==> src/rtl/router_dst_port.sv <==
// Destination-side output channel of the 1x3 router: byte FIFO with per-entry header marker,
// packet-length tracking on the read side, and a timeout-driven self flush.
module router_dst_port #(
  parameter int unsigned DEPTH   = 16,
  parameter int unsigned WIDTH   = 8,
  parameter int unsigned TIMEOUT = 30
) (
  input  logic             clock,
  input  logic             resetn,
  input  logic             write_enb,
  input  logic [WIDTH-1:0] data_in,
  input  logic             lfd_state,
  input  logic             read_enb,
  output logic [WIDTH-1:0] data_out,
  output logic             valid_out,
  output logic             full,
  output logic             empty,
  output logic             soft_reset
);

  localparam int unsigned AW = $clog2(DEPTH);
  localparam int unsigned TW = $clog2(TIMEOUT + 1);
  localparam int unsigned CW = WIDTH - 1;

  localparam logic [AW:0]   PtrOne  = 1;
  localparam logic [CW-1:0] CntOne  = 1;
  localparam logic [TW-1:0] TimOne  = 1;
  localparam logic [TW-1:0] TimLast = TW'(TIMEOUT - 1);

  logic [WIDTH:0]  mem [DEPTH];
  logic [AW:0]     wr_ptr;
  logic [AW:0]     rd_ptr;
  logic [CW-1:0]   pkt_cnt;
  logic [TW-1:0]   timer;
  logic [WIDTH:0]  rd_entry;
  logic            do_wr;
  logic            do_rd;

  assign empty     = (wr_ptr == rd_ptr);
  assign full      = (wr_ptr[AW] != rd_ptr[AW]) && (wr_ptr[AW-1:0] == rd_ptr[AW-1:0]);
  assign valid_out = ~empty;
  // Both strobes are dead during the flush cycle.
  assign do_wr     = write_enb & ~full & ~soft_reset;
  assign do_rd     = read_enb & ~empty & ~soft_reset;
  assign rd_entry  = mem[rd_ptr[AW-1:0]];

  always_ff @(posedge clock or negedge resetn) begin
    if (!resetn) begin
      for (int unsigned i = 0; i < DEPTH; i++) begin
        mem[i] <= '0;
      end
    end else if (do_wr) begin
      mem[wr_ptr[AW-1:0]] <= {lfd_state, data_in};
    end
  end

  always_ff @(posedge clock or negedge resetn) begin
    if (!resetn) begin
      wr_ptr     <= '0;
      rd_ptr     <= '0;
      pkt_cnt    <= '0;
      timer      <= '0;
      data_out   <= '0;
      soft_reset <= 1'b0;
    end else if (soft_reset) begin
      wr_ptr     <= '0;
      rd_ptr     <= '0;
      pkt_cnt    <= '0;
      timer      <= '0;
      data_out   <= '0;
      soft_reset <= 1'b0;
    end else begin
      if (do_wr) begin
        wr_ptr <= wr_ptr + PtrOne;
      end

      if (do_rd) begin
        rd_ptr   <= rd_ptr + PtrOne;
        data_out <= rd_entry[WIDTH-1:0];
        // Header carries payload length in [7:2]; +1 accounts for the trailing parity byte.
        if (rd_entry[WIDTH]) begin
          pkt_cnt <= {1'b0, rd_entry[WIDTH-1:2]} + CntOne;
        end else if (pkt_cnt != '0) begin
          pkt_cnt <= pkt_cnt - CntOne;
        end
      end else if (pkt_cnt == '0) begin
        data_out <= '0;
      end

      if (valid_out && !read_enb) begin
        if (timer == TimLast) begin
          timer      <= '0;
          soft_reset <= 1'b1;
        end else begin
          timer <= timer + TimOne;
        end
      end else begin
        timer <= '0;
      end
    end
  end

endmodule

==> config.mk <==
export PLATFORM = sky130hd
export DESIGN_NAME = router_dst_port
export DESIGN_NICKNAME = d
export VERILOG_FILES = /design/src/rtl/router_dst_port.sv
export SDC_FILE = /design/constraint.sdc
export NUM_CORES = 1
export LEC_CHECK = 0
export ABC_AREA = 0
export BUFFER_PORTS_ARGS = -buffer_cell sky130_fd_sc_hd__clkbuf_2
export CORE_MARGIN = 10
export CORE_UTILIZATION = 30
export DETAILED_ROUTE_END_ITERATION = 8
export HOLD_SLACK_MARGIN = 0.03
export PLACE_DENSITY = 0.49
export SLEW_MARGIN = 25
export SYNTH_ARGS = -nofsm -noshare
export SYNTH_HDL_FRONTEND = slang
export SYNTH_SLANG_ARGS = --single-unit
==> constraint.sdc <==
create_clock -name clock -period 3.2 [get_ports clock]
set_input_delay 0.32 -clock clock [delete_from_list [all_inputs] [get_ports clock]]
set_output_delay 0.32 -clock clock [all_outputs]
set_load 0.01 [all_outputs]
==> qor.yml, run 1 <==
timing:
  whs_ps: 82.22
  worst_pin_slew_ps: 927.2
  max_slew_margin_pct: 37.71
  post-route-period-util_pct: 88.98
  finalSetupTns_ps: 0
  period_minus_slack_ps: 2847
  drv_slew: 0
  finalSetupViolCount: 0
  hold_viol: 0
  grt_setup_unrepaired: "false"
  fin_skew_ps: 10.73
  max_freq_ghz: 0.3512
placed_design:
  dpl.hpwl_um: 14770
  postPlaceCellArea_sq_mm: 0.009218
  portBuffers: 24
  gp_congestion: 0.7652
die:
  start_util_pct: 30.48
  core-area_sq_mm: 0.02778
  die_area_sq_mm: 0.03534
  io_pins: 25
  fp.dieH_um: 188.0
  num_rows: 61
  die_x_um: 188.0
cells_and_area:
  utilization_pct: 35.47
  areaGrowthSynthToFinish_pct: 16.37
  final_cell_area_sq_mm: 0.009853
  final_nets: 662
  antenna_cells: 0
  drive_gt1_share_pct: 44.94
power:
  worst_ir_drop_vdd_mv: 0.4195
  p_total_mw: 10.66
  p_per_area_mw_per_mm2: 1082
  static-leakage-power_nw: 4.230
logic_synthesis:
  ys.warnings.count: 0
  synth_edf_count: 0
  netlist_area_sq_mm: 0.008467
  synth.avg_cell_area_sq_um: 14.40
  synthCells: 588
  synth-seq-area-share_pct: 51.72
  synthArstFlopShare_pct: 100.0
  ys_types: 53
  synth-seq-cells: 175
  ys.flop_type: "dfrtp_1"
  syn_nets: 611
global_route:
  antenna_found_initial: 0
  grt_pass1_vias: 5562
  grt_pass1_wl_um: 34220
  track_usage_pct: 12.55
  grt-ovfl-total: 0
  grt_max_degree: 91
setup_path:
  cp_cell_sequence: "mux4_1 > mux4_1 > ha_1 > o21ai_1 > xnor2_1 > a221o_1"
  crit_top_cell: "mux4_1"
  worstPathArrival_ps: 3170
  cp-end-kind: "register"
  max_stage_delay_ps: 820
  cp-start-kind: "register"
  cp_max_fo: 15
  critical-path-slowest-cell: "dfrtp_1"
  path_class: "register to register"
  critPathRequiredTime_ps: 3520
cts:
  clock_latency_ps: 440
  cts_inserted_buffers: 17
  cts_setup_buffers: 0
  clkTransAtPathRegs_ps: 70
  cts_tree: "built"
  h-tree-depth: 4
  cts_sinks: 175
  cts_buffer_depth: 2
  root_buffer: "clkbuf_16"
route:
  avgViaCountPerCell: 4.917
  vias: 5065
  dr.pass1.iters: 4
  ant_nets: 0
  routedWlPerCell_um: 20.82
  totalWireLength_um: 21450
  first_iter_violations: 302
  drc: 0
worst_hold_path:
  worstHoldPathType: "input port to register"
job:
  maxCapViolCount: 0
outcome:
  status: "complete, no violations"
## power by group
group / switching, mW / total [mW] / leakage, nW / internal [mW]
Sequential: 0.666 / 3.91 / 2.17 / 3.25
Combinational: 2.12 / 4.52 / 1.76 / 2.40
Clock: 0.966 / 2.23 / 0.300 / 1.26
Total: 3.75 / 10.7 / 4.23 / 6.91
## flip-flops by register name, indices dropped and copies added (netlist names)
| name | flops |
|---|---|
| mem | 144 |
| data_out | 8 |
| pkt_cnt | 7 |
| rd_ptr | 5 |
| timer | 5 |
| wr_ptr | 5 |
| soft_reset | 1 |
## logic make-up after synthesis
group	synth area share [%]
muxes	32.13
DFF	51.72
and+or+nand+nor	6.384
buffers and inverters	2.483
AOI/OAI and AO/OA	3.428
xor gates and xnor gates	2.379
adders and majority gates	1.478
## cell usage after synthesis, drive strengths merged, types with 5 or more instances
master  number  area (sq um)
o21ai        5         25.02
buf         15         112.6
ha          10         125.1
nor3        11         100.1
a22o         8         70.07
nand2       16         60.06
nand4        9         56.30
xor2         9         78.83
xnor2       14         122.6
clkbuf      16         60.06
nor2        40         180.2
mux2i       16         160.2
mux2       150          1689
mux4        37         870.8
a21oi        6         30.03
and2         5         33.78
inv          9         33.78
dfrtp      175          4379
## worst paths after layout
path | slack, ps | start | depth (start not counted) | endpoint
max | 350 | rd_ptr[2] | 6 | pkt_cnt[4]
min | 80 | read_enb | 2 | soft_reset
max reg2reg | 350 | rd_ptr[2] | 6 | pkt_cnt[4]
min reg2reg | 480 | data_out[4] | 2 | data_out[4]
max in group asynchronous | 1690 | resetn | 3 | rd_ptr[0]
min in group asynchronous | 500 | resetn | 2 | data_out[7]
## layout make-up
class                   instances  area (sq um)
clock buffers                  17         425.4
clock inverters                15         200.2
fillers                      2727         17930
inverters                      10         37.54
multi-input cells             372          3877
flip-flops and latches        175          4380
well taps                     378         473.0
repair buffers                 63         459.2
## per-layer routing
| layer | GRT usage [%] | wire length (um) | vias up |
|---|---|---|---|
| li1 | - | - | 2280 |
| met4 | 3.600 | 213 | 0 |
| met1 | 16.34 | 9880 | 2692 |
| met3 | 2.468 | 744 | 16 |
| met2 | 20.68 | 10610 | 77 |
| met5 | 0 | 0 | - |
## worst max-delay path: cells and delay by family, from the launching register on
kind,cells,cell delay [ps]
muxes,2,1080
DFF,1,820
AOI/OAI and AO/OA,2,430
adders and majority gates,1,310
xor gates and xnor gates,1,80
## layout by cell type, fill, tap and decap left out, types with 3 or more instances in the layout
cell	n
dfrtp_1	174
mux2_2	150
buf_4	35
nor2_1	28
mux4_2	27
clkbuf_2	23
clkbuf_16	17
nand2_1	16
mux2i_1	16
xnor2_1	14
nor2_2	12
mux4_1	10
ha_1	10
nand4_1	9
xor2_1	9
inv_1	8
a22o_1	8
nor3_1	7
a21oi_1	6
inv_8	5
o22ai_1	4
o21ai_0	4
and2_1	4
nor3_4	4
nand3_1	3
nor4_1	3
nand2b_1	3
clkinvlp_4	3
bufinv_16	3
buf_12	3
## stage by stage
| stage | std cells | setup WS [ps] |
|---|---|---|
| after floorplan | 588 | 745.2 |
| after global placement | 997 | 486.7 |
| after detailed placement | 997 | 422.3 |
| after CTS | 1030 | 408.1 |
| after global routing | 1030 | 297.8 |
| final | 1030 | 352.8 |
## what timing repair did
action | 4_1_cts | 5_1_grt
hold buffers | 1 | 0
endpoints found under the setup margin | 0 | 0
gates resized for setup | 0 | 0
hold endpoints to repair | 87 | 0
Note: power is estimated with default switching activity, not from simulation.
==> inputs of run 2 (changes only) <==
--- a/config.mk
+++ b/config.mk
@@ -12,6 +12,7 @@
 export DETAILED_ROUTE_END_ITERATION = 8
 export HOLD_SLACK_MARGIN = 0.03
 export PLACE_DENSITY = 0.49
+export REMOVE_ABC_BUFFERS = 1
 export SLEW_MARGIN = 25
 export SYNTH_ARGS = -nofsm -noshare
 export SYNTH_HDL_FRONTEND = slang
==> qor.yml, run 2 (synthesized netlist as in run 1, its figures left out) <==
outcome:
  status: "complete, no violations"
cts:
  clock_latency_ps: 430  # about the same
  cts_inserted_buffers: 17  # unchanged
  root_buffer: "clkbuf_16"
  clkTransAtPathRegs_ps: 70  # about the same
  cts-resized-gates: 0  # unchanged
  h-tree-depth: 4  # unchanged
  cts_buffer_depth: 2  # unchanged
  cts_sinks: 175  # unchanged
  cts_tree: "built"
global_route:
  grt_pass1_wl_um: 33220  # -2.9%
  antenna_found_initial: 1  # +1
  grt-ovfl-total: 0  # unchanged
  grt_pass1_vias: 5427  # -2.4%
  track_usage_pct: 12.04  # -0.51 points
  grt_max_degree: 91  # unchanged
die:
  die_area_sq_mm: 0.03534  # unchanged
  start_util_pct: 30.48  # unchanged
  die_x_um: 188.0  # unchanged
  num_rows: 61  # unchanged
  core-area_sq_mm: 0.02778  # unchanged
  fp.dieH_um: 188.0  # unchanged
  io_pins: 25  # unchanged
setup_path:
  worstPathArrival_ps: 3050  # -120 ps
  path_class: "register to register"
  crit_top_cell: "mux4_1"
  cp_max_fo: 13  # -2
  critPathRequiredTime_ps: 3510  # about the same
  critical-path-slowest-cell: "dfrtp_1"
  cp-start-kind: "register"
  cp_cell_sequence: "mux4_1 > mux4_1 > ha_1 > o21ai_1 > xnor2_1 > a221o_1"
  cp-end-kind: "register"
  max_stage_delay_ps: 760  # -60 ps
timing:
  finalSetupTns_ps: 0  # unchanged
  drv_slew: 0  # unchanged
  grt_setup_unrepaired: "false"
  post-route-period-util_pct: 85.62  # -3.4 points
  period_minus_slack_ps: 2740  # -107.4 ps
  max_slew_margin_pct: 41.32  # +3.6 points
  worst_pin_slew_ps: 873.5  # -53.74 ps
  hold_viol: 0  # unchanged
  max_freq_ghz: 0.3650  # +3.9%
  finalSetupViolCount: 0  # unchanged
  fin_skew_ps: 10.66  # -0.07480 ps
cells_and_area:
  areaGrowthSynthToFinish_pct: 15.92
  multi_input_area_sq_mm: 0.003877  # unchanged
  largestRegisters: "mem x144, data_out x8, pkt_cnt x7"
  antenna_cells: 0  # unchanged
  final_cell_mix: "dfrtp_1 (174), mux2_2 (150), nor2_1 (28)"
  final_nets: 655  # -1.1%
  drive_gt1_share_pct: 44.34  # -0.60 points
  final-seq-area_sq_mm: 0.004380  # unchanged
  final_cells: 1023  # -0.68%
  regMostFlops: "mem"
  largest_register_ffs: 144  # unchanged
  mostFrequentLayoutCell: "dfrtp_1"
  nFillCells: 2739  # +0.44%
power:
  p_per_area_mw_per_mm2: 1075  # -0.65%
  p_total_mw: 10.55  # -1.0%
  worst_ir_drop_vdd_mv: 0.3922  # -6.5%
  static-leakage-power_nw: 4.195  # -0.83%
route:
  drc: 0  # unchanged
  route.layer.met1.wl_um: 10070  # +2.0%
  routedWlPerCell_um: 20.30  # -2.5%
  ant_nets: 0  # unchanged
  top_layer: "met5"
  avgViaCountPerCell: 4.891  # -0.53%
  first_iter_violations: 276  # -8.6%
  dr.pass1.iters: 4  # unchanged
  wl_met2_um: 9631  # -9.2%
  totalWireLength_um: 20770  # -3.2%
  vias: 5004  # -1.2%
  met3_length_um: 767  # +3.1%
job:
  maxCapViolCount: 0  # unchanged
placed_design:
  gp_congestion: 0.7991  # +4.4%
  place_inst: 990  # -0.70%
  dpl.hpwl_um: 14070  # -4.7%
  portBuffers: 24  # unchanged
worst_hold_path:
  worstHoldPathType: "input port to register"
-- run 2: changes by cell type in the layout (fill, tap and decap cells not counted), sizes merged --
cell	previous run	this run
bufinv	3	2
clkinvlp	3	2
clkbuf	40	41
clkinv	3	5
inv	16	15
buf	39	32
-- run 2: critical path: cells and delay by family (launching register included) --
kind	cells	cell delay [ps]
xor gates and xnor gates	1	90
DFF	1	760
muxes	2	1020
adders and majority gates	1	300
AOI/OAI and AO/OA	2	450
-- run 2: final timing paths --
path                                start     endpoint  slack [ps]  depth (start not counted)
min in group asynchronous          resetn  data_out[3]         560                          2
worst max-delay path            rd_ptr[2]   pkt_cnt[4]         460                          6
max in group asynchronous          resetn     mem[122]        1840                          3
worst max register to register  rd_ptr[2]   pkt_cnt[4]         460                          6
worst min-delay path             read_enb   soft_reset          90                          2
worst min register to register    mem[62]      mem[62]         500                          1
-- run 2: timing repair --
action,CTS,global route
hold buffers,1,0
setup endpoints to repair,0,0
endpoints found under the hold margin,12,0
buffers inserted,0,0
-- run 2: stage by stage --
step                      hold slack, ps  util (%)  cell area [sq um]  setup slack, ps
after CTS                          79.24     35.33               9814            420.8
after global routing               89.35     35.33               9814            225.0
after global placement             463.4     33.08               9190            482.9
final                              91.49     35.33               9814            460.2
after floorplan                    24.41         -               8294           -481.3
after detailed placement           486.1     33.08               9190            436.7
-- run 2: report_power, final --
| part | switching (mW) | internal, mW |
|---|---|---|
| clock | 0.954 | 1.20 |
| combinational | 2.06 | 2.41 |
| sequential | 0.673 | 3.25 |
| total | 3.69 | 6.86 |
-- run 2: layout make-up --
class                           instances  area share [%]
Sequential cell                       175           44.63
Multi-Input combinational cell        372           39.51
Tap cell                              378           4.819
Clock buffer                           18           4.475
Timing Repair Buffer                   56           4.398
Clock inverter                         14           1.785
Inverter                               10          0.3825
-- run 2: layer usage --
layer  vias up  global-route usage [%]
li1       2274                       -
met1      2630                   16.31
met2        85                   18.96
met3        13                   2.913
met4         2                   2.769
met5         -                       0
